File: src/rtl/fib_access_scheduler.sv
// fib_access_scheduler
//   Sequences the FIB valid-bit table and the single shared hash unit between
//   the insert path (prefixes of arriving data packets) and the longest-prefix-
//   match lookup path (outgoing interests). Clears the whole table after reset
//   and on request, and runs the LPM loop by walking the prefix length down.
//
// Ports
//   clk, rst                      clock, asynchronous active-high reset
//   ins_req/ins_prefix/ins_len    insert request (level) and its data
//   ins_ack                       insert done, 1-cycle pulse
//   lkp_req/lkp_prefix/lkp_len    lookup request (level), prefix, start length
//   lkp_done                      lookup done, 1-cycle pulse
//   lkp_hit/lkp_len_out/lkp_prefix_out  result of the last completed lookup
//   clr_req, clr_busy             clear request (level), clear in progress
//   hash_prefix/hash_len          hash unit inputs
//   hash_value                    hash unit output, valid HASH_LAT cycles later
//   tbl_addr/tbl_we/tbl_wdata     table port, address is {len, hash}
//   tbl_rdata                     read data, valid one cycle after the address
//
// State table
//   state   | meaning
//   CLEAR   | writing 0 to every table address, 0 upward
//   IDLE    | waiting; clear request first, then round-robin grant
//   HASH    | hash inputs held for HASH_LAT cycles, result taken in the last
//   WRITE   | insert writes valid bit, ins_ack pulses
//   READ    | lookup presents {cur_len, hash} for read
//   CHECK   | read data evaluated: hit, shorter probe, or miss
//   DONE    | lkp_done pulses with the result
module fib_access_scheduler #(
  parameter int PREFIX_W = 64,
  parameter int LEN_W    = 6,
  parameter int HASH_W   = 10,
  parameter int HASH_LAT = 1
) (
  input  logic                      clk,
  input  logic                      rst,
  input  logic                      ins_req,
  input  logic [PREFIX_W-1:0]       ins_prefix,
  input  logic [LEN_W-1:0]          ins_len,
  output logic                      ins_ack,
  input  logic                      lkp_req,
  input  logic [PREFIX_W-1:0]       lkp_prefix,
  input  logic [LEN_W-1:0]          lkp_len,
  output logic                      lkp_done,
  output logic                      lkp_hit,
  output logic [LEN_W-1:0]          lkp_len_out,
  output logic [PREFIX_W-1:0]       lkp_prefix_out,
  input  logic                      clr_req,
  output logic                      clr_busy,
  output logic [PREFIX_W-1:0]       hash_prefix,
  output logic [LEN_W-1:0]          hash_len,
  input  logic [HASH_W-1:0]         hash_value,
  output logic [LEN_W+HASH_W-1:0]   tbl_addr,
  output logic                      tbl_we,
  output logic                      tbl_wdata,
  input  logic                      tbl_rdata
);

  localparam int ADDR_W = LEN_W + HASH_W;
  // Clear counter is one bit wider so that "all addresses written" is a
  // distinct value rather than a wrap back to 0.
  localparam logic [ADDR_W:0] CLR_END   = {1'b1, {ADDR_W{1'b0}}};
  localparam logic [ADDR_W:0] CLR_ONE   = (ADDR_W+1)'(1);
  localparam logic [2:0]      HCNT_LAST = 3'(HASH_LAT - 1);

  typedef enum logic [2:0] {
    S_CLEAR, S_IDLE, S_HASH, S_WRITE, S_READ, S_CHECK, S_DONE
  } state_t;

  state_t              state_q, state_d;
  logic [ADDR_W:0]     clr_cnt_q, clr_cnt_d;
  logic [2:0]          hcnt_q, hcnt_d;
  logic                is_lkp_q, is_lkp_d;
  logic                rr_q, rr_d;          // 1: lookup wins the next tie
  logic [PREFIX_W-1:0] pfx_q, pfx_d;
  logic [LEN_W-1:0]    cur_len_q, cur_len_d;

  logic                ins_ack_q, ins_ack_d;
  logic                lkp_done_q, lkp_done_d;
  logic                lkp_hit_q, lkp_hit_d;
  logic [LEN_W-1:0]    lkp_len_out_q, lkp_len_out_d;
  logic [PREFIX_W-1:0] lkp_prefix_out_q, lkp_prefix_out_d;
  logic                clr_busy_q, clr_busy_d;
  logic [PREFIX_W-1:0] hash_prefix_q, hash_prefix_d;
  logic [LEN_W-1:0]    hash_len_q, hash_len_d;
  logic [ADDR_W-1:0]   tbl_addr_q, tbl_addr_d;
  logic                tbl_we_q, tbl_we_d;
  logic                tbl_wdata_q, tbl_wdata_d;

  logic grant_ins, grant_lkp, hash_last;

  assign grant_ins = ins_req && (!lkp_req || !rr_q);
  assign grant_lkp = lkp_req && (!ins_req || rr_q);
  assign hash_last = (hcnt_q == HCNT_LAST);

  // State and datapath registers
  always_ff @(posedge clk or posedge rst) begin
    if (rst) begin
      state_q   <= S_CLEAR;
      clr_cnt_q <= '0;
      hcnt_q    <= '0;
      is_lkp_q  <= 1'b0;
      rr_q      <= 1'b0;
      pfx_q     <= '0;
      cur_len_q <= '0;
    end else begin
      state_q   <= state_d;
      clr_cnt_q <= clr_cnt_d;
      hcnt_q    <= hcnt_d;
      is_lkp_q  <= is_lkp_d;
      rr_q      <= rr_d;
      pfx_q     <= pfx_d;
      cur_len_q <= cur_len_d;
    end
  end

  // Next-state logic
  always_comb begin
    state_d   = state_q;
    clr_cnt_d = clr_cnt_q;
    hcnt_d    = hcnt_q;
    is_lkp_d  = is_lkp_q;
    rr_d      = rr_q;
    pfx_d     = pfx_q;
    cur_len_d = cur_len_q;
    unique case (state_q)
      S_CLEAR: begin
        if (clr_cnt_q == CLR_END) begin
          state_d   = S_IDLE;
          clr_cnt_d = '0;
        end else begin
          clr_cnt_d = clr_cnt_q + CLR_ONE;
        end
      end
      S_IDLE: begin
        if (clr_req) begin
          // Address 0 is written on this very edge, so the count resumes at 1.
          state_d   = S_CLEAR;
          clr_cnt_d = CLR_ONE;
        end else if (grant_ins) begin
          state_d   = S_HASH;
          hcnt_d    = '0;
          is_lkp_d  = 1'b0;
          rr_d      = 1'b1;
          pfx_d     = ins_prefix;
          cur_len_d = ins_len;
        end else if (grant_lkp) begin
          state_d   = S_HASH;
          hcnt_d    = '0;
          is_lkp_d  = 1'b1;
          rr_d      = 1'b0;
          pfx_d     = lkp_prefix;
          cur_len_d = lkp_len;
        end
      end
      S_HASH: begin
        if (hash_last) state_d = is_lkp_q ? S_READ : S_WRITE;
        else           hcnt_d  = hcnt_q + 3'd1;
      end
      S_WRITE: state_d = S_IDLE;
      S_READ:  state_d = S_CHECK;
      S_CHECK: begin
        if (tbl_rdata || (cur_len_q == '0)) begin
          state_d = S_DONE;
        end else begin
          state_d   = S_HASH;
          hcnt_d    = '0;
          cur_len_d = cur_len_q - LEN_W'(1);
        end
      end
      S_DONE:  state_d = S_IDLE;
      default: state_d = S_CLEAR;
    endcase
  end

  // Output logic: every output is a flop loaded with the value for the
  // cycle that follows this edge.
  always_comb begin
    ins_ack_d        = 1'b0;
    lkp_done_d       = 1'b0;
    tbl_we_d         = 1'b0;
    tbl_wdata_d      = 1'b0;
    lkp_hit_d        = lkp_hit_q;
    lkp_len_out_d    = lkp_len_out_q;
    lkp_prefix_out_d = lkp_prefix_out_q;
    clr_busy_d       = clr_busy_q;
    hash_prefix_d    = hash_prefix_q;
    hash_len_d       = hash_len_q;
    tbl_addr_d       = tbl_addr_q;
    unique case (state_q)
      S_CLEAR: begin
        if (clr_cnt_q == CLR_END) begin
          clr_busy_d = 1'b0;
        end else begin
          clr_busy_d = 1'b1;
          tbl_we_d   = 1'b1;
          tbl_addr_d = clr_cnt_q[ADDR_W-1:0];
        end
      end
      S_IDLE: begin
        if (clr_req) begin
          clr_busy_d = 1'b1;
          tbl_we_d   = 1'b1;
          tbl_addr_d = '0;
        end else if (grant_ins) begin
          hash_prefix_d = ins_prefix;
          hash_len_d    = ins_len;
        end else if (grant_lkp) begin
          hash_prefix_d = lkp_prefix;
          hash_len_d    = lkp_len;
        end
      end
      S_HASH: begin
        if (hash_last) begin
          tbl_addr_d = {cur_len_q, hash_value};
          if (!is_lkp_q) begin
            tbl_we_d    = 1'b1;
            tbl_wdata_d = 1'b1;
            ins_ack_d   = 1'b1;
          end
        end
      end
      S_CHECK: begin
        if (tbl_rdata) begin
          lkp_done_d       = 1'b1;
          lkp_hit_d        = 1'b1;
          lkp_len_out_d    = cur_len_q;
          lkp_prefix_out_d = pfx_q;
        end else if (cur_len_q == '0) begin
          lkp_done_d       = 1'b1;
          lkp_hit_d        = 1'b0;
          lkp_len_out_d    = '0;
          lkp_prefix_out_d = pfx_q;
        end else begin
          hash_prefix_d = pfx_q;
          hash_len_d    = cur_len_q - LEN_W'(1);
        end
      end
      default: ;
    endcase
  end

  always_ff @(posedge clk or posedge rst) begin
    if (rst) begin
      ins_ack_q        <= 1'b0;
      lkp_done_q       <= 1'b0;
      lkp_hit_q        <= 1'b0;
      lkp_len_out_q    <= '0;
      lkp_prefix_out_q <= '0;
      clr_busy_q       <= 1'b1;
      hash_prefix_q    <= '0;
      hash_len_q       <= '0;
      tbl_addr_q       <= '0;
      tbl_we_q         <= 1'b0;
      tbl_wdata_q      <= 1'b0;
    end else begin
      ins_ack_q        <= ins_ack_d;
      lkp_done_q       <= lkp_done_d;
      lkp_hit_q        <= lkp_hit_d;
      lkp_len_out_q    <= lkp_len_out_d;
      lkp_prefix_out_q <= lkp_prefix_out_d;
      clr_busy_q       <= clr_busy_d;
      hash_prefix_q    <= hash_prefix_d;
      hash_len_q       <= hash_len_d;
      tbl_addr_q       <= tbl_addr_d;
      tbl_we_q         <= tbl_we_d;
      tbl_wdata_q      <= tbl_wdata_d;
    end
  end

  assign ins_ack        = ins_ack_q;
  assign lkp_done       = lkp_done_q;
  assign lkp_hit        = lkp_hit_q;
  assign lkp_len_out    = lkp_len_out_q;
  assign lkp_prefix_out = lkp_prefix_out_q;
  assign clr_busy       = clr_busy_q;
  assign hash_prefix    = hash_prefix_q;
  assign hash_len       = hash_len_q;
  assign tbl_addr       = tbl_addr_q;
  assign tbl_we         = tbl_we_q;
  assign tbl_wdata      = tbl_wdata_q;

endmodule
File: config.mk
export PLATFORM = sky130hd
export DESIGN_NAME = fib_access_scheduler
export DESIGN_NICKNAME = d
export VERILOG_FILES = /design/src/rtl/fib_access_scheduler.sv
export SDC_FILE = /design/constraint.sdc
export NUM_CORES = 1
export LEC_CHECK = 0
export ABC_AREA = 1
export BUFFER_PORTS_ARGS = -buffer_cell sky130_fd_sc_hd__clkbuf_2
export CORE_ASPECT_RATIO = 1.4
export CORE_MARGIN = 3
export CORE_UTILIZATION = 57
export DETAILED_ROUTE_END_ITERATION = 8
export PLACE_DENSITY_LB_ADDON = 0.25
export SETUP_SLACK_MARGIN = 0.4
export SLEW_MARGIN = 40
export SYNTH_ARGS = -nofsm -noshare
export SYNTH_HDL_FRONTEND = slang
export SYNTH_SLANG_ARGS = --single-unit
File: constraint.sdc
create_clock -name clk -period 14.63 [get_ports clk]
set_input_delay 1.463 -clock clk [delete_from_list [all_inputs] [get_ports clk]]
set_output_delay 1.463 -clock clk [all_outputs]
set_load 0.05 [all_outputs]
# After elaboration in Yosys (flattened, before gate mapping)
# Cells that the tools add are included.
[classes]
mux = 56
eq_ne = 18
reduce_logical = 26
n_div = 0
add_sub_neg = 3
mul = 0
order_cmp = 0
shift = 0
bitwise_logic = 1
[ops]
columns = ["cell", "count"]
rows = [
  ["$mux 64", 7],
  ["$pmux 64 s2", 1],
  ["$mux 16", 3],
  ["$mux 6", 8],
  ["$pmux 16 s3", 1],
  ["$mux 3", 12],
  ["$mux 17", 2],
  ["$pmux 17 s2", 1],
  ["$pmux 6 s2", 2],
  ["$ne 2x2->1 const B", 9],
  ["$pmux 3 s6", 1],
  ["$add 17x1->17 const B", 1],
  ["$eq 17x17->1 const B", 1],
  ["$mux 1", 15],
  ["$reduce_and 5->1", 2],
  ["$eq 3x3->1 const B", 3],
  ["$pmux 3 s3", 1],
  ["$reduce_and 4->1", 2],
  ["$reduce_bool 2->1", 4],
  ["$eq 3x2->1 const B", 2],
  ["$logic_not 3->1", 2],
  ["$logic_not 6->1", 1],
  ["$reduce_and 3->1", 2],
  ["$reduce_bool 3->1", 2],
  ["13 further kinds", 19],
]
[word_totals]
output_inout_bits = 162
elab_cells = 121
ff_bits = 256
mem_bits_ro = 0
mem_bits_rw = 0
input_bits = 156
latchBits = 0
n_memories = 0

# Logic depth before layout (Yosys ltp)
# Gate-level depths: netlist (run 1).
[logic_depth]
ltp_word = 7
depth_mapped = 12
ltp_nobuf = 11

# Worst setup path before layout (run 1)
# OpenSTA, ideal clock, no wires.
[synth_timing]
path_kind = "in2reg"
from = "in lkp_req"
to = "reg hash_prefix_q[10] (netlist: hash_prefix[10])"
stages = 11
arrival_time_ps = 2464
setup_slack_ps = 12099
setup_ps = 67
n_path_buf = 2
required_time_ps = 14563
cell_sequence = "nand2_1 nand2_1 inv_1 buf_2 buf_1 nand2_1 nand2_1 nand2_1 o21ai_0 nand2_1 nand2_1"
[synth_via]
elab_chain_len = 6
elab_cells_between_ends = 9
classes_between = "eq/ne (1); mux (3); reduce/logical (5)"
[synth_rtl]
columns = ["element", "line", "text"]
rows = [
  ["from (decl)", "41", "input logic lkp_req,"],
  ["$logic_not 1->1", "92", "assign grant_ins = ins_req && (!lkp_req || !rr_q);"],
  ["$logic_or 1x1->1", "92", ""],
  ["$logic_and 1x1->1", "92", ""],
  ["$mux 64", "205", "end else if (grant_ins) begin"],
  ["$mux 64", "201", "if (clr_req) begin"],
  ["$pmux 64 s2", "190", "unique case (state_q)"],
  ["to (signal assigned)", "263", "hash_prefix_q <= hash_prefix_d;"],
  ["to (decl)", "84", "logic [PREFIX_W-1:0] hash_prefix_q, hash_prefix_d;"],
]
# Parallel ways exist; a longest one is shown, timed or not. The select of a mux whose other input is x is not followed.
# A chain may end at the register's enable or synchronous reset.

# Worst setup path in the final report (run 1)
[layout_timing]
from = "in lkp_req"
to = "reg hash_prefix_q[40] (netlist: hash_prefix[40])"
# Same word-level chain as after synthesis.

==> results of run 1 <==
[metal layers]
layer  routed length (um)  share of wire [%]
met5                    0                  0
met4                 1463                4.3
met3                 2319                6.8
met2                16970                 49
met1                13530                 39
[final cells by class]
| type | instances | area (um2) | share of cell area (%) |
|---|---|---|---|
| sequential | 256 | 6407 | 43.83 |
| multi-input combinational | 1127 | 4870 | 33.31 |
| timing repair buffer | 327 | 1687 | 11.54 |
| clock buffer | 32 | 701.9 | 4.802 |
| inverter | 124 | 481.7 | 3.295 |
| tap | 256 | 320.3 | 2.191 |
| clock inverter | 13 | 150.1 | 1.027 |
[cells in the final DEF, fill, tap and decap left out, types with 6 or more instances in the layout]
cell	netlist	layout
sky130_fd_sc_hd__clkbuf_8	0	6
sky130_fd_sc_hd__o22ai_1	6	6
sky130_fd_sc_hd__clkbuf_16	0	25
sky130_fd_sc_hd__o21ai_0	221	221
sky130_fd_sc_hd__clkbuf_2	0	317
sky130_fd_sc_hd__nor2_1	44	44
sky130_fd_sc_hd__ha_1	6	6
sky130_fd_sc_hd__nand3_1	125	125
sky130_fd_sc_hd__inv_1	119	117
sky130_fd_sc_hd__nand4_1	11	11
sky130_fd_sc_hd__dfrtp_1	255	255
sky130_fd_sc_hd__o21ai_1	7	7
sky130_fd_sc_hd__nand2_2	4	6
sky130_fd_sc_hd__nand2_1	682	679
sky130_fd_sc_hd__clkinv_2	0	8
[logic make-up after synthesis]
group / Yosys count / share of synthesized area [%]
flip-flops: 256 / 52.63
XOR/XNOR: 1 / 0.07195
buffers and inverters: 215 / 7.481
AO/OA/AOI/OAI: 245 / 10.27
adder cells (fa/ha/maj): 6 / 0.6166
AND/OR/NAND/NOR: 875 / 28.94
[sequential cells by signal, summed over array words and instances, names as in the netlist]
| signal | cells |
|---|---|
| hash_prefix | 64 |
| lkp_prefix_out | 64 |
| pfx_q | 64 |
| clr_cnt_q | 17 |
| tbl_addr | 16 |
| cur_len_q | 6 |
| hash_len | 6 |
| lkp_len_out | 6 |
| hcnt_q | 3 |
| state_q | 3 |
| clr_busy | 1 |
| is_lkp_q | 1 |
| lkp_done | 1 |
| lkp_hit | 1 |
| rr_q | 1 |
| tbl_wdata | 1 |
| tbl_we | 1 |
[through the flow]
stage	utilization (%)	area, um2	hold slack, ns
2_1_floorplan	-	12180	0.4643
3_3_place_gp	66.06	13730	0.4562
3_5_place_dp	66.12	13750	0.4633
4_1_cts	70.22	14600	0.4781
5_1_grt	70.31	14620	0.5004
6_report	70.31	14620	0.4749
[cells in the mapped netlist, drive strengths merged (2+ instances only)]
library cell,count
o211ai,5
o21ai,228
nand2,687
nor2,48
o22ai,6
inv,124
clkbuf,40
a21oi,4
buf,51
nand3,126
ha,6
nand4,11
or2,2
dfrtp,255
[power by group through the flow]
stage	combinational, W	sequential (W)	clock (W)
3_5_place_dp	0.00121	0.00107	0
4_1_cts	0.00122	0.00106	0.000678
6_report	0.00121	0.00106	0.000670
3_3_place_gp	0.00119	0.00107	0
5_1_grt	0.00132	0.00109	0.000708
2_1_floorplan	0.000479	0.00149	0
[how the worst min path moves through the flow]
stage / from / to / slack [ns] / cells after the start
2_1_floorplan: rr_q / rr_q / 0.46 / 1
3_3_place_gp: tbl_addr[9] / tbl_addr[9] / 0.46 / 2
3_5_place_dp: tbl_addr[1] / tbl_addr[1] / 0.46 / 2
4_1_cts: tbl_addr[1] / tbl_addr[1] / 0.48 / 2
5_1_grt: tbl_addr[11] / tbl_addr[11] / 0.50 / 2
6_report: tbl_addr[1] / tbl_addr[1] / 0.47 / 2
[worst max-delay path, stage by stage]
cell	delay, ns
sky130_fd_sc_hd__clkbuf_2	0.09
sky130_fd_sc_hd__nand2_1	0.07
sky130_fd_sc_hd__nand3_1	0.14
sky130_fd_sc_hd__inv_1	0.14
sky130_fd_sc_hd__nor2_4	0.16
sky130_fd_sc_hd__inv_2	0.06
sky130_fd_sc_hd__nand2_2	0.38
sky130_fd_sc_hd__buf_4	0.60
sky130_fd_sc_hd__nand2_1	0.14
sky130_fd_sc_hd__nand2_1	0.10
==> impl_metrics.prom, run 1 <==
# TYPE chip_impl_metric gauge
chip_impl_info{name="gr-max-usage-layer",value="met2"} 1
chip_impl_metric{name="global_route.usage.total",unit="%"} 28.97
chip_impl_metric{name="route.detailed.drc",unit=""} 0
chip_impl_metric{name="layout-drive-gt1-share",unit="%"} 20.92
chip_impl_metric{name="use_met2",unit="%"} 48.79
chip_impl_info{name="clockRootBuffer",value="sky130_fd_sc_hd__clkbuf_16"} 1
chip_impl_info{name="criticalPathCategory",value="primary input to flip-flop"} 1
chip_impl_metric{name="power",unit="W"} 0.002950
chip_impl_metric{name="dr.first_iter.drc_count",unit=""} 847
chip_impl_info{name="startpoint_class",value="primary input"} 1
chip_impl_metric{name="drt_pre_antenna_iters",unit=""} 5
chip_impl_metric{name="max_fo_critical_path",unit=""} 50
chip_impl_info{name="r2r-end",value="tbl_addr[14]"} 1
chip_impl_metric{name="post_route_clock_period_utilization",unit="%"} 20.04
chip_impl_metric{name="power_frac_seq",unit="%"} 36.1
chip_impl_metric{name="synthDominantCellAreaShare",unit="%"} 52.41
chip_impl_metric{name="stdcell_count",unit=""} 2135
chip_impl_metric{name="clk_latency",unit="ns"} 0.51
chip_impl_metric{name="cts.repair_timing.setup_buffer_count",unit=""} 0
chip_impl_metric{name="combPwrFrac",unit="%"} 41.2
chip_impl_info{name="worst_r2r_startpoint",value="state_q[2]"} 1
chip_impl_metric{name="cts_resized",unit=""} 0
chip_impl_metric{name="worst-r2r-cell-count",unit=""} 8
chip_impl_metric{name="design.final.nets",unit=""} 2023
chip_impl_metric{name="worst_slew_pin_slew",unit="ns"} 0.7867
chip_impl_metric{name="final_setup_tns",unit="ns"} 0
chip_impl_metric{name="post_synth.cell_area_avg",unit="um2"} 7.619
chip_impl_metric{name="syn_inst",unit=""} 1598
chip_impl_metric{name="route.detailed.vias_per_inst",unit=""} 5.427
chip_impl_metric{name="report.final.slew_viol_count",unit=""} 0
chip_impl_info{name="run_status",value="completed"} 1
chip_impl_metric{name="clkSinkCount",unit=""} 256
chip_impl_metric{name="post-route-min-period",unit="ns"} 2.932
chip_impl_metric{name="pwr_density_cell",unit="nW/um2"} 201.8
chip_impl_metric{name="grt.overflow.total",unit=""} 0
chip_impl_metric{name="row_count",unit=""} 62
chip_impl_metric{name="clock_tree.htree_level_count",unit=""} 1
chip_impl_metric{name="overall_via_count_from_detail_route",unit=""} 11590
chip_impl_metric{name="syn-cell-area",unit="um2"} 12180
chip_impl_metric{name="syn2layout_area_growth",unit="%"} 20.06
chip_impl_metric{name="static-leakage-power",unit="nW"} 8.176
chip_impl_metric{name="routed_wl",unit="um"} 34270
chip_impl_metric{name="pin_count",unit=""} 318
chip_impl_metric{name="clock_path_buffers",unit=""} 3
chip_impl_metric{name="worst_clock_skew",unit="ns"} 0.01114
chip_impl_metric{name="place_congestion",unit=""} 0.9152
chip_impl_metric{name="die_w",unit="um"} 129.5
chip_impl_metric{name="dpl.hpwl",unit="um"} 22800
chip_impl_metric{name="cp.arrival",unit="ns"} 3.39
chip_impl_info{name="yosys.area.top_type",value="sky130_fd_sc_hd__dfrtp_1"} 1
chip_impl_metric{name="antenna_left",unit=""} 0
chip_impl_metric{name="cts_buffers",unit=""} 25
chip_impl_metric{name="fp.dieArea",unit="um2"} 23180
chip_impl_metric{name="power.clock.fraction",unit="%"} 22.7
chip_impl_info{name="ys_top_cells_by_area",value="sky130_fd_sc_hd__dfrtp_1 (52%), sky130_fd_sc_hd__nand2_1 (21%), sky130_fd_sc_hd__o21ai_0 (9.1%), sky130_fd_sc_hd__nand3_1 (5.1%), sky130_fd_sc_hd__inv_1 (3.7%)"} 1
chip_impl_metric{name="finalWorstSetupSlack",unit="ns"} 11.70
chip_impl_metric{name="inst_count_dp",unit=""} 2090
chip_impl_info{name="rsz0062_at_grt",value="no"} 1
chip_impl_metric{name="postSynthNetCount",unit=""} 1760
chip_impl_metric{name="final_hold_viol_count",unit=""} 0
chip_impl_metric{name="number_of_antenna_violations_at_the_first_check_in_global_routing",unit=""} 0
chip_impl_metric{name="yosysWarningCount",unit=""} 0
chip_impl_info{name="startpoint",value="lkp_req"} 1
chip_impl_metric{name="coreArea",unit="um2"} 20790
chip_impl_metric{name="layout.filler_cells",unit=""} 1748
chip_impl_info{name="worst_setup_path_endpoint",value="hash_prefix[40]"} 1
chip_impl_metric{name="synth_async_sr_flop_share",unit="%"} 100.0
chip_impl_metric{name="grt_pass1_vias",unit=""} 10880
chip_impl_metric{name="timing.critical_path.required",unit="ns"} 15.08
chip_impl_metric{name="vdd.ir_drop.worst",unit="mV"} 0.1589
chip_impl_metric{name="wire_length_of_the_first_global_routing_pass",unit="um"} 54110
chip_impl_metric{name="p_int",unit="W"} 0.001615
chip_impl_metric{name="routed_wire_length_per_instance",unit="um"} 16.05
chip_impl_metric{name="maxCapViolCount",unit=""} 0
chip_impl_metric{name="grt_max_degree",unit=""} 132
chip_impl_metric{name="path_clk_slew",unit="ns"} 0.06
chip_impl_metric{name="globalRouteMet1Util",unit="%"} 37.53
chip_impl_metric{name="floorplan.die.height",unit="um"} 178.9
chip_impl_metric{name="synth-edff-count",unit=""} 0
chip_impl_metric{name="max_freq",unit="MHz"} 341.1
chip_impl_metric{name="initial_core_utilization",unit="%"} 58.56
chip_impl_metric{name="ys_seq_elements",unit=""} 256
chip_impl_metric{name="postCtsHoldBufs",unit=""} 0
chip_impl_info{name="dominantRegCellSynth",value="sky130_fd_sc_hd__dfrtp_1"} 1
chip_impl_metric{name="n_antenna_cell",unit=""} 0
chip_impl_metric{name="synth-seq-area-share",unit="%"} 52.63
chip_impl_metric{name="setup-violations-final",unit=""} 0
chip_impl_metric{name="regToRegSetupSlack",unit="ns"} 12.02
chip_impl_metric{name="total_switching_power",unit="W"} 0.001334
chip_impl_info{name="tritoncts",value="built"} 1
chip_impl_info{name="hp-class",value="flip-flop to flip-flop"} 1
chip_impl_metric{name="io_buffers",unit=""} 317
chip_impl_metric{name="net_switching_fraction_of_the_power",unit="%"} 45.24
chip_impl_info{name="worstSetupEndpointType",value="flip-flop"} 1
chip_impl_metric{name="post_place_worst_slack",unit="ns"} 11.06
chip_impl_metric{name="worst_slew_margin_rel",unit="%"} 47.55
chip_impl_metric{name="ys_types",unit=""} 29
chip_impl_metric{name="gr-usage-met3",unit="%"} 4.113
Power figures use the tool's default switching activity.
==> run 2, diff against run 1 <==
--- a/config.mk
+++ b/config.mk
@@ -5,11 +5,11 @@
 export SDC_FILE = /design/constraint.sdc
 export NUM_CORES = 1
 export LEC_CHECK = 0
-export ABC_AREA = 1
+export ABC_AREA = 0
 export BUFFER_PORTS_ARGS = -buffer_cell sky130_fd_sc_hd__clkbuf_2
 export CORE_ASPECT_RATIO = 1.4
 export CORE_MARGIN = 3
-export CORE_UTILIZATION = 57
+export CORE_UTILIZATION = 53
 export DETAILED_ROUTE_END_ITERATION = 8
 export PLACE_DENSITY_LB_ADDON = 0.25
 export SETUP_SLACK_MARGIN = 0.4
==> constraint.sdc (replaced) <==
create_clock -name clk -period 3 [get_ports clk]
set_input_delay 0.3 -clock clk [delete_from_list [all_inputs] [get_ports clk]]
set_output_delay 0.3 -clock clk [all_outputs]
set_load 0.05 [all_outputs]
==> run 2 against run 1 <==
Against the previous run: routed wire length is 12% lower; cell area is 0.72% higher; synthesized cell count is 37% lower; first-iteration DRC count fell by 46%; clock power grew to 5.1 times the previous value; die area grew 5.8%; global-route usage is 5.1 points lower; critical endpoint is now clr_cnt_q[4]; largest cell class unchanged; clock skew rose by 0.0029 ns; synthesized area fell by 1.4%.
==> impl_metrics.prom, run 2 <==
# TYPE chip_impl_metric gauge
chip_impl_info{name="yosys-top-cells-count",value="sky130_fd_sc_hd__dfrtp_1 (255), sky130_fd_sc_hd__nand2_1 (83), sky130_fd_sc_hd__o21ai_0 (80), sky130_fd_sc_hd__a21oi_1 (78), sky130_fd_sc_hd__mux2_4 (77)"} 1
chip_impl_info{name="hp-class",value="primary input to flip-flop"} 1
chip_impl_metric{name="worst_slew_margin_rel",unit="%"} 53.92
chip_impl_info{name="ys_top_cells_by_area",value="sky130_fd_sc_hd__dfrtp_1 (53%), sky130_fd_sc_hd__mux2_4 (9.6%), sky130_fd_sc_hd__mux2_2 (6.8%), sky130_fd_sc_hd__mux2i_1 (6.0%), sky130_fd_sc_hd__o21ai_0 (3.3%)"} 1
chip_impl_metric{name="syn_inst",unit=""} 1004
chip_impl_metric{name="row_count",unit=""} 64
chip_impl_metric{name="ys_seq_elements",unit=""} 256
chip_impl_metric{name="synth_mux_area_share",unit="%"} 22.57
chip_impl_metric{name="static-leakage-power",unit="nW"} 7.448
chip_impl_metric{name="drt_pre_antenna_iters",unit=""} 4
chip_impl_metric{name="synth-seq-area-share",unit="%"} 53.37
chip_impl_metric{name="overall_via_count_from_detail_route",unit=""} 8869
chip_impl_info{name="startpoint_class",value="flip-flop"} 1
chip_impl_metric{name="combPwrFrac",unit="%"} 46.2
chip_impl_info{name="rsz0062_at_grt",value="no"} 1
chip_impl_info{name="layout.cells.most_common_list",value="sky130_fd_sc_hd__clkbuf_2 (317), sky130_fd_sc_hd__dfrtp_1 (255), sky130_fd_sc_hd__nand2_1 (83)"} 1
chip_impl_metric{name="pin_count",unit=""} 318
chip_impl_metric{name="synth_xor_xnor_area_share",unit="%"} 0.4377
chip_impl_info{name="dominantRegCellSynth",value="sky130_fd_sc_hd__dfrtp_1"} 1
chip_impl_metric{name="post_synth.cell_area_avg",unit="um2"} 11.96
chip_impl_info{name="criticalPathCategory",value="flip-flop to flip-flop"} 1
chip_impl_metric{name="yosysWarningCount",unit=""} 0
chip_impl_metric{name="clock_path_buffers",unit=""} 3
chip_impl_info{name="worstSetupEndpointType",value="flip-flop"} 1
chip_impl_metric{name="route.detailed.vias_per_inst",unit=""} 5.488
chip_impl_metric{name="p_int",unit="W"} 0.009550
chip_impl_metric{name="n_antenna_cell",unit=""} 0
chip_impl_metric{name="pwr_density_cell",unit="nW/um2"} 1175
chip_impl_metric{name="floorplan.die.height",unit="um"} 184.1
chip_impl_metric{name="vdd.ir_drop.worst",unit="mV"} 0.7080
chip_impl_metric{name="coreArea",unit="um2"} 22100
chip_impl_metric{name="power_frac_seq",unit="%"} 34.0
chip_impl_metric{name="io_buffers",unit=""} 317
chip_impl_metric{name="net_switching_fraction_of_the_power",unit="%"} 44.78
chip_impl_metric{name="share_of_synthesized_cell_area_in_and_or_nand_and_nor_gates",unit="%"} 8.597
chip_impl_metric{name="syn-cell-area",unit="um2"} 12010
chip_impl_metric{name="dr.first_iter.drc_count",unit=""} 460
chip_impl_metric{name="setup-violations-final",unit=""} 0
chip_impl_metric{name="postSynthNetCount",unit=""} 1166
chip_impl_metric{name="route.detailed.drc",unit=""} 0
chip_impl_metric{name="syn2layout_area_growth",unit="%"} 22.62
chip_impl_metric{name="worst_slew_pin_slew",unit="ns"} 0.6904
chip_impl_metric{name="global_route.usage.total",unit="%"} 23.88
chip_impl_info{name="run_status",value="completed"} 1
chip_impl_metric{name="post_route_clock_period_utilization",unit="%"} 81.91
chip_impl_info{name="layout.cells.most_common",value="sky130_fd_sc_hd__clkbuf_2"} 1
chip_impl_metric{name="die_w",unit="um"} 133.2
chip_impl_metric{name="report.final.slew_viol_count",unit=""} 0
chip_impl_info{name="worst_path_max_delay_cell",value="sky130_fd_sc_hd__or4_4"} 1
chip_impl_metric{name="total_switching_power",unit="W"} 0.007743
chip_impl_metric{name="final_hold_viol_count",unit=""} 0
chip_impl_metric{name="antenna_left",unit=""} 0
chip_impl_metric{name="cp.arrival",unit="ns"} 2.84
chip_impl_info{name="synth_top_family_by_area",value="multiplexers"} 1
chip_impl_metric{name="synth-edff-count",unit=""} 0
chip_impl_metric{name="grt.overflow.total",unit=""} 0
chip_impl_metric{name="routed_wire_length_per_instance",unit="um"} 18.70
chip_impl_metric{name="maxCapViolCount",unit=""} 0
chip_impl_metric{name="clock_tree.htree_level_count",unit=""} 1
chip_impl_metric{name="number_of_antenna_violations_at_the_first_check_in_global_routing",unit=""} 0
chip_impl_info{name="cp_top_family",value="simple AND/OR/NAND/NOR gates"} 1
chip_impl_metric{name="layout-drive-gt1-share",unit="%"} 41.32
chip_impl_info{name="clockRootBuffer",value="sky130_fd_sc_hd__clkbuf_16"} 1
chip_impl_metric{name="synthDominantCellAreaShare",unit="%"} 53.15
chip_impl_metric{name="power.clock.fraction",unit="%"} 19.8
chip_impl_metric{name="clk_latency",unit="ns"} 0.52
chip_impl_metric{name="final_setup_tns",unit="ns"} 0
chip_impl_metric{name="post-route-min-period",unit="ns"} 2.457
chip_impl_metric{name="grt_pass1_vias",unit=""} 8725
chip_impl_metric{name="clkSinkCount",unit=""} 256
chip_impl_info{name="yosys.area.top_type",value="sky130_fd_sc_hd__dfrtp_1"} 1
chip_impl_metric{name="grt_max_degree",unit=""} 135
chip_impl_metric{name="max_fo_critical_path",unit=""} 13
chip_impl_info{name="yosys.cell_count.top_type",value="sky130_fd_sc_hd__dfrtp_1"} 1
chip_impl_metric{name="dpl.hpwl",unit="um"} 21290
chip_impl_metric{name="cts_buffers",unit=""} 25
chip_impl_metric{name="critical_path.max_stage_delay",unit="ns"} 0.56
chip_impl_metric{name="worst_clock_skew",unit="ns"} 0.01406
chip_impl_info{name="tritoncts",value="built"} 1
chip_impl_metric{name="place_congestion",unit=""} 0.9124
chip_impl_metric{name="timing.critical_path.required",unit="ns"} 3.38
chip_impl_metric{name="stdcell_count",unit=""} 1616
chip_impl_metric{name="synthAdderAreaFrac",unit="%"} 0.6253
chip_impl_metric{name="layout.filler_cells",unit=""} 1744
chip_impl_metric{name="design.final.nets",unit=""} 1464
chip_impl_metric{name="routed_wl",unit="um"} 30220
chip_impl_metric{name="max_freq",unit="MHz"} 406.9
chip_impl_metric{name="synth_compound_area_share",unit="%"} 10.34
chip_impl_metric{name="cp_num_buf_inv",unit=""} 1
chip_impl_metric{name="initial_core_utilization",unit="%"} 54.33
chip_impl_info{name="critical_path.cell_chain",value="inv_1, ha_1, or4b_4, or4_4, a21oi_2, nor2_1"} 1
chip_impl_metric{name="ys_types",unit=""} 61
chip_impl_metric{name="inst_count_dp",unit=""} 1571
chip_impl_metric{name="wire_length_of_the_first_global_routing_pass",unit="um"} 47100
chip_impl_metric{name="synth_async_sr_flop_share",unit="%"} 100.0
chip_impl_metric{name="cts_resized",unit=""} 0
chip_impl_metric{name="fp.dieArea",unit="um2"} 24520
chip_impl_metric{name="path_clk_slew",unit="ns"} 0.06
run 2: cell types whose count changed after synthesis, sizes merged, moves of 7 or more:
cell / delta
a21oi: +75
clkbuf: -9
buf: -14
inv: -109
mux2: +151
o21ai: -148
nand2: -603
or4: +8
o31ai: +7
a22o: +17
mux2i: +72
nand3: -116
nor2: +28
run 2: logic make-up after synthesis:
family	count (synthesis)
compound gates	210
xor+xnor	6
flops	256
buf+inv	83
fa+ha+maj	6
mux	223
simple gates	220
run 2: metal layers:
metal / global-route usage, % / part of all wire, %
met5: 0 / 0
met3: 3.313 / 5.2
met2: 43.17 / 52
met4: 8.069 / 3.3
met1: 29.47 / 40
run 2: area by class of cell:
type,count,area [um2],area share (%)
Clock inverter,11,188.9,1.283
Multi-Input combinational cell,665,5135,34.88
Inverter,15,60.06,0.4079
Timing Repair Buffer,339,1854,12.59
Sequential cell,256,6407,43.52
Tap cell,297,371.6,2.524
Clock buffer,33,705.7,4.793
run 2: worst min-delay path: stages:
cell and delay [ns]:
sky130_fd_sc_hd__clkbuf_2 0.07, sky130_fd_sc_hd__mux2i_1 0.07, sky130_fd_sc_hd__o21ai_0 0.14
run 2: final timing paths:
kind | slack, ns | from | to | depth (start not counted)
worst max-delay path | 0.54 | clr_cnt_q[0] | clr_cnt_q[4] | 6
worst min-delay path | 0.09 | lkp_prefix[37] | pfx_q[37] | 3
worst max register to register | 0.54 | clr_cnt_q[0] | clr_cnt_q[4] | 6
worst min register to register | 0.49 | lkp_prefix_out[40] | lkp_prefix_out[40] | 1
max in group asynchronous | 1.78 | rst | hash_prefix[24] | 4
min in group asynchronous | 0.37 | rst | hash_prefix[45] | 3
run 2: stage by stage:
stage	setup slack, ns	hold WS [ns]	util, %	total power (W)	area [um2]
after floorplan	-0.6708	0.4252	-	0.01197	12010
after global placement	0.5823	0.3582	62.48	0.01375	13810
after detailed placement	0.5484	0.3703	62.52	0.01395	13820
after CTS	0.5420	0.07740	66.62	0.01743	14720
after global routing	0.4076	0.1062	66.62	0.01812	14720
final	0.5427	0.09320	66.62	0.01729	14720
run 2: what timing repair did:
item,CTS,global route
setup buffers,0,0
hold buffers,1,0
endpoints found under the hold margin,14,0
run 2: power groups by stage:
stage	registers [W]	clock network (W)	logic (W)
floorplan	0.00875	0	0.00322
global placement	0.00585	0	0.00790
detailed placement	0.00591	0	0.00804
CTS	0.00587	0.00349	0.00806
global route	0.00606	0.00362	0.00844
finish	0.00588	0.00342	0.00800
==> run 3, diff against run 2 <==
--- a/config.mk
+++ b/config.mk
@@ -5,11 +5,11 @@
 export SDC_FILE = /design/constraint.sdc
 export NUM_CORES = 1
 export LEC_CHECK = 0
-export ABC_AREA = 0
+export ABC_AREA = 1
 export BUFFER_PORTS_ARGS = -buffer_cell sky130_fd_sc_hd__clkbuf_2
 export CORE_ASPECT_RATIO = 1.4
 export CORE_MARGIN = 3
-export CORE_UTILIZATION = 53
+export CORE_UTILIZATION = 48
 export DETAILED_ROUTE_END_ITERATION = 8
 export PLACE_DENSITY_LB_ADDON = 0.25
 export SETUP_SLACK_MARGIN = 0.4
==> constraint.sdc (replaced) <==
create_clock -name clk -period 2.2 [get_ports clk]
set_input_delay 0.22 -clock clk [delete_from_list [all_inputs] [get_ports clk]]
set_output_delay 0.22 -clock clk [all_outputs]
set_load 0.05 [all_outputs]
==> run 3 against run 2 <==
Against the previous run: clock power grew 37%; highest routed layer is now met5; maximum frequency grew 36%; hold slack lost 0.075 ns; sequential cell count is the same; clock-buffer cell count grew 2; via count grew 30%; first-iteration DRC count grew 53%; cell area grew 4.9%; largest power group unchanged; global-route usage grew 1.4 points.
==> impl_metrics.prom, run 3 (synthesis gave the netlist of run 1 again) <==
# TYPE chip_impl_metric gauge
chip_impl_metric{name="pin_count",unit=""} 318
chip_impl_metric{name="die_w",unit="um"} 140.6
chip_impl_metric{name="io_buffers",unit=""} 317
chip_impl_metric{name="coreArea",unit="um2"} 24840
chip_impl_metric{name="static-leakage-power",unit="nW"} 8.529
chip_impl_info{name="hold_end",value="pfx_q[37]"} 1
chip_impl_info{name="clockRootBuffer",value="sky130_fd_sc_hd__clkbuf_16"} 1
chip_impl_metric{name="total_switching_power",unit="W"} 0.009133
chip_impl_metric{name="design.final.nets",unit=""} 2065
chip_impl_metric{name="floorplan.die.height",unit="um"} 194.4
chip_impl_metric{name="max_fo_critical_path",unit=""} 13
chip_impl_metric{name="global_route.usage.total",unit="%"} 25.24
chip_impl_metric{name="power",unit="W"} 0.02043
chip_impl_metric{name="report.final.slew_viol_count",unit=""} 0
chip_impl_metric{name="clkSinkCount",unit=""} 256
chip_impl_info{name="hp-class",value="primary input to flip-flop"} 1
chip_impl_metric{name="layout.core_utilization",unit="%"} 62.15
chip_impl_info{name="run_status",value="completed"} 1
chip_impl_info{name="layout.cells.most_common_list",value="sky130_fd_sc_hd__nand2_1 (677), sky130_fd_sc_hd__clkbuf_2 (317), sky130_fd_sc_hd__dfrtp_1 (255)"} 1
chip_impl_metric{name="vdd.ir_drop.worst",unit="mV"} 0.8437
chip_impl_metric{name="fp.dieArea",unit="um2"} 27340
chip_impl_metric{name="initial_core_utilization",unit="%"} 49.01
chip_impl_info{name="layout.cells.most_common",value="sky130_fd_sc_hd__nand2_1"} 1
chip_impl_metric{name="dr.first_iter.drc_count",unit=""} 702
chip_impl_metric{name="clk_latency",unit="ns"} 0.54
chip_impl_metric{name="overall_via_count_from_detail_route",unit=""} 11570
chip_impl_metric{name="routed_wire_length_per_instance",unit="um"} 16.74
chip_impl_metric{name="clock_path_buffers",unit=""} 3
chip_impl_metric{name="routed_wl",unit="um"} 37440
chip_impl_metric{name="number_of_antenna_violations_at_the_first_check_in_global_routing",unit=""} 1
chip_impl_metric{name="net_switching_fraction_of_the_power",unit="%"} 44.72
chip_impl_metric{name="regToRegSetupSlack",unit="ns"} 0.39
chip_impl_metric{name="antenna_left",unit=""} 0
chip_impl_metric{name="worst-r2r-cell-count",unit=""} 11
chip_impl_metric{name="power.clock.fraction",unit="%"} 22.9
chip_impl_metric{name="setup-violations-final",unit=""} 0
chip_impl_info{name="r2r-end",value="hash_prefix[50]"} 1
chip_impl_metric{name="drt_pre_antenna_iters",unit=""} 6
chip_impl_metric{name="clock_tree.htree_level_count",unit=""} 1
chip_impl_metric{name="grt.overflow.total",unit=""} 0
chip_impl_metric{name="worst_clock_skew",unit="ns"} 0.02398
chip_impl_metric{name="path_clk_slew",unit="ns"} 0.07
chip_impl_metric{name="route.detailed.drc",unit=""} 0
chip_impl_metric{name="syn2layout_area_growth",unit="%"} 26.81
chip_impl_info{name="worstHoldStart",value="ins_prefix[37]"} 1
chip_impl_metric{name="cp.arrival",unit="ns"} 2.26
chip_impl_metric{name="combPwrFrac",unit="%"} 42.3
chip_impl_info{name="rsz0062_at_grt",value="yes"} 1
chip_impl_metric{name="grt_max_degree",unit=""} 132
chip_impl_metric{name="dpl.hpwl",unit="um"} 25310
chip_impl_metric{name="hold-path-cell-count",unit=""} 5
chip_impl_metric{name="layout-drive-gt1-share",unit="%"} 22.79
chip_impl_metric{name="worst_slew_margin_rel",unit="%"} 60.74
chip_impl_metric{name="worst_slew_pin_slew",unit="ns"} 0.5876
chip_impl_metric{name="post-route-min-period",unit="ns"} 1.808
chip_impl_metric{name="cts_buffers",unit=""} 25
chip_impl_metric{name="grt_pass1_vias",unit=""} 10930
chip_impl_metric{name="wire_length_of_the_first_global_routing_pass",unit="um"} 56460
chip_impl_metric{name="finalHoldWorstSlack",unit="ns"} 0.01845
chip_impl_info{name="worstSetupEndpointType",value="flip-flop"} 1
chip_impl_info{name="startpoint_class",value="flip-flop"} 1
chip_impl_metric{name="post_place_worst_slack",unit="ns"} 0.2883
chip_impl_metric{name="post_route_clock_period_utilization",unit="%"} 82.17
chip_impl_metric{name="final_setup_tns",unit="ns"} 0
chip_impl_metric{name="final_hold_viol_count",unit=""} 0
chip_impl_metric{name="timing.critical_path.required",unit="ns"} 2.65
chip_impl_metric{name="route.detailed.vias_per_inst",unit=""} 5.171
chip_impl_metric{name="n_antenna_cell",unit=""} 0
chip_impl_metric{name="maxCapViolCount",unit=""} 0
chip_impl_metric{name="power_frac_seq",unit="%"} 34.7
chip_impl_info{name="criticalPathCategory",value="flip-flop to flip-flop"} 1
chip_impl_metric{name="max_freq",unit="MHz"} 553.2
chip_impl_metric{name="pwr_density_cell",unit="nW/um2"} 1323
chip_impl_metric{name="p_int",unit="W"} 0.01129
chip_impl_info{name="tritoncts",value="built"} 1
chip_impl_info{name="worst_r2r_startpoint",value="state_q[1]"} 1
chip_impl_metric{name="row_count",unit=""} 68
chip_impl_metric{name="place_congestion",unit=""} 0.9169
chip_impl_metric{name="finalWorstSetupSlack",unit="ns"} 0.3923
[run 3: changes by cell type in the layout (fill, tap and decap cells not counted), sizes merged, moves of 17 or more]
| cell | before | now |
|---|---|---|
| mux2 | 151 | 0 |
| nand3 | 10 | 126 |
| mux2i | 72 | 0 |
| a22o | 17 | 0 |
| buf | 21 | 43 |
| inv | 15 | 124 |
| a21oi | 79 | 4 |
| o21ai | 80 | 228 |
| nand2 | 84 | 687 |
| nor2 | 76 | 48 |
[run 3: worst max path at each step]
stage                            to        from  cells after the start  slack, ns
global route            tbl_addr[0]  state_q[2]                      9       0.33
floorplan              clr_cnt_q[0]         rst                      1      -1.39
finish              hash_prefix[50]  state_q[1]                     11       0.39
detailed placement     tbl_addr[13]   hcnt_q[0]                     11       0.29
global placement       tbl_addr[13]   hcnt_q[0]                     11       0.37
CTS                            rr_q  state_q[1]                      8       0.37
[run 3: power by group through the flow]
stage | sequential, W | combinational (W) | clock [W]
6_report | 0.00710 | 0.00865 | 0.00468
5_1_grt | 0.00725 | 0.00937 | 0.00493
4_1_cts | 0.00708 | 0.00838 | 0.00475
3_5_place_dp | 0.00715 | 0.00828 | 0
3_3_place_gp | 0.00712 | 0.00811 | 0
2_1_floorplan | 0.00988 | 0.00318 | 0
[run 3: final cells by class]
class,instances,area (um2)
inverter,124,474.2
clock inverter,11,161.4
clock buffer,35,743.2
fill,2190,9404
timing repair buffer,369,2335
multi-input combinational,1127,4925
sequential,256,6407
tap,315,394.1
[run 3: repair_timing]
action / 4_1_cts / 5_1_grt
resized for setup: 6 / 30
cloned: 0 / 6
hold buffers: 3 / 0
hold endpoints to repair: 16 / 0
endpoints found under the setup margin: 48 / 186
pin swaps: 1 / 3
setup buffers: 2 / 8
[run 3: critical path, stage by stage, from the launching register on]
cell,delay [ns]
sky130_fd_sc_hd__dfrtp_1,0.43
sky130_fd_sc_hd__inv_2,0.12
sky130_fd_sc_hd__nand2_4,0.08
sky130_fd_sc_hd__nor2_4,0.16
sky130_fd_sc_hd__nand2_2,0.11
sky130_fd_sc_hd__nor2_4,0.20
sky130_fd_sc_hd__inv_4,0.09
sky130_fd_sc_hd__nand2_8,0.13
sky130_fd_sc_hd__buf_12,0.14
sky130_fd_sc_hd__buf_12,0.13
sky130_fd_sc_hd__nand2_1,0.05
sky130_fd_sc_hd__nand2_1,0.06
[run 3: metal layers]
| layer | part of all wire (%) | track usage (%) |
|---|---|---|
| met1 | 40 | 32.75 |
| met2 | 49 | 42.24 |
| met3 | 6.3 | 4.159 |
| met4 | 4.1 | 10.02 |
| met5 | 0.035 | 0 |
[run 3: stage by stage]
| step | instances | instance area [um2] |
|---|---|---|
| after detailed placement | 2172 | 14130 |
| after global routing | 2237 | 15440 |
| after CTS | 2223 | 15100 |
| after floorplan | 1598 | 12180 |
| after global placement | 2172 | 14130 |
| final | 2237 | 15440 |
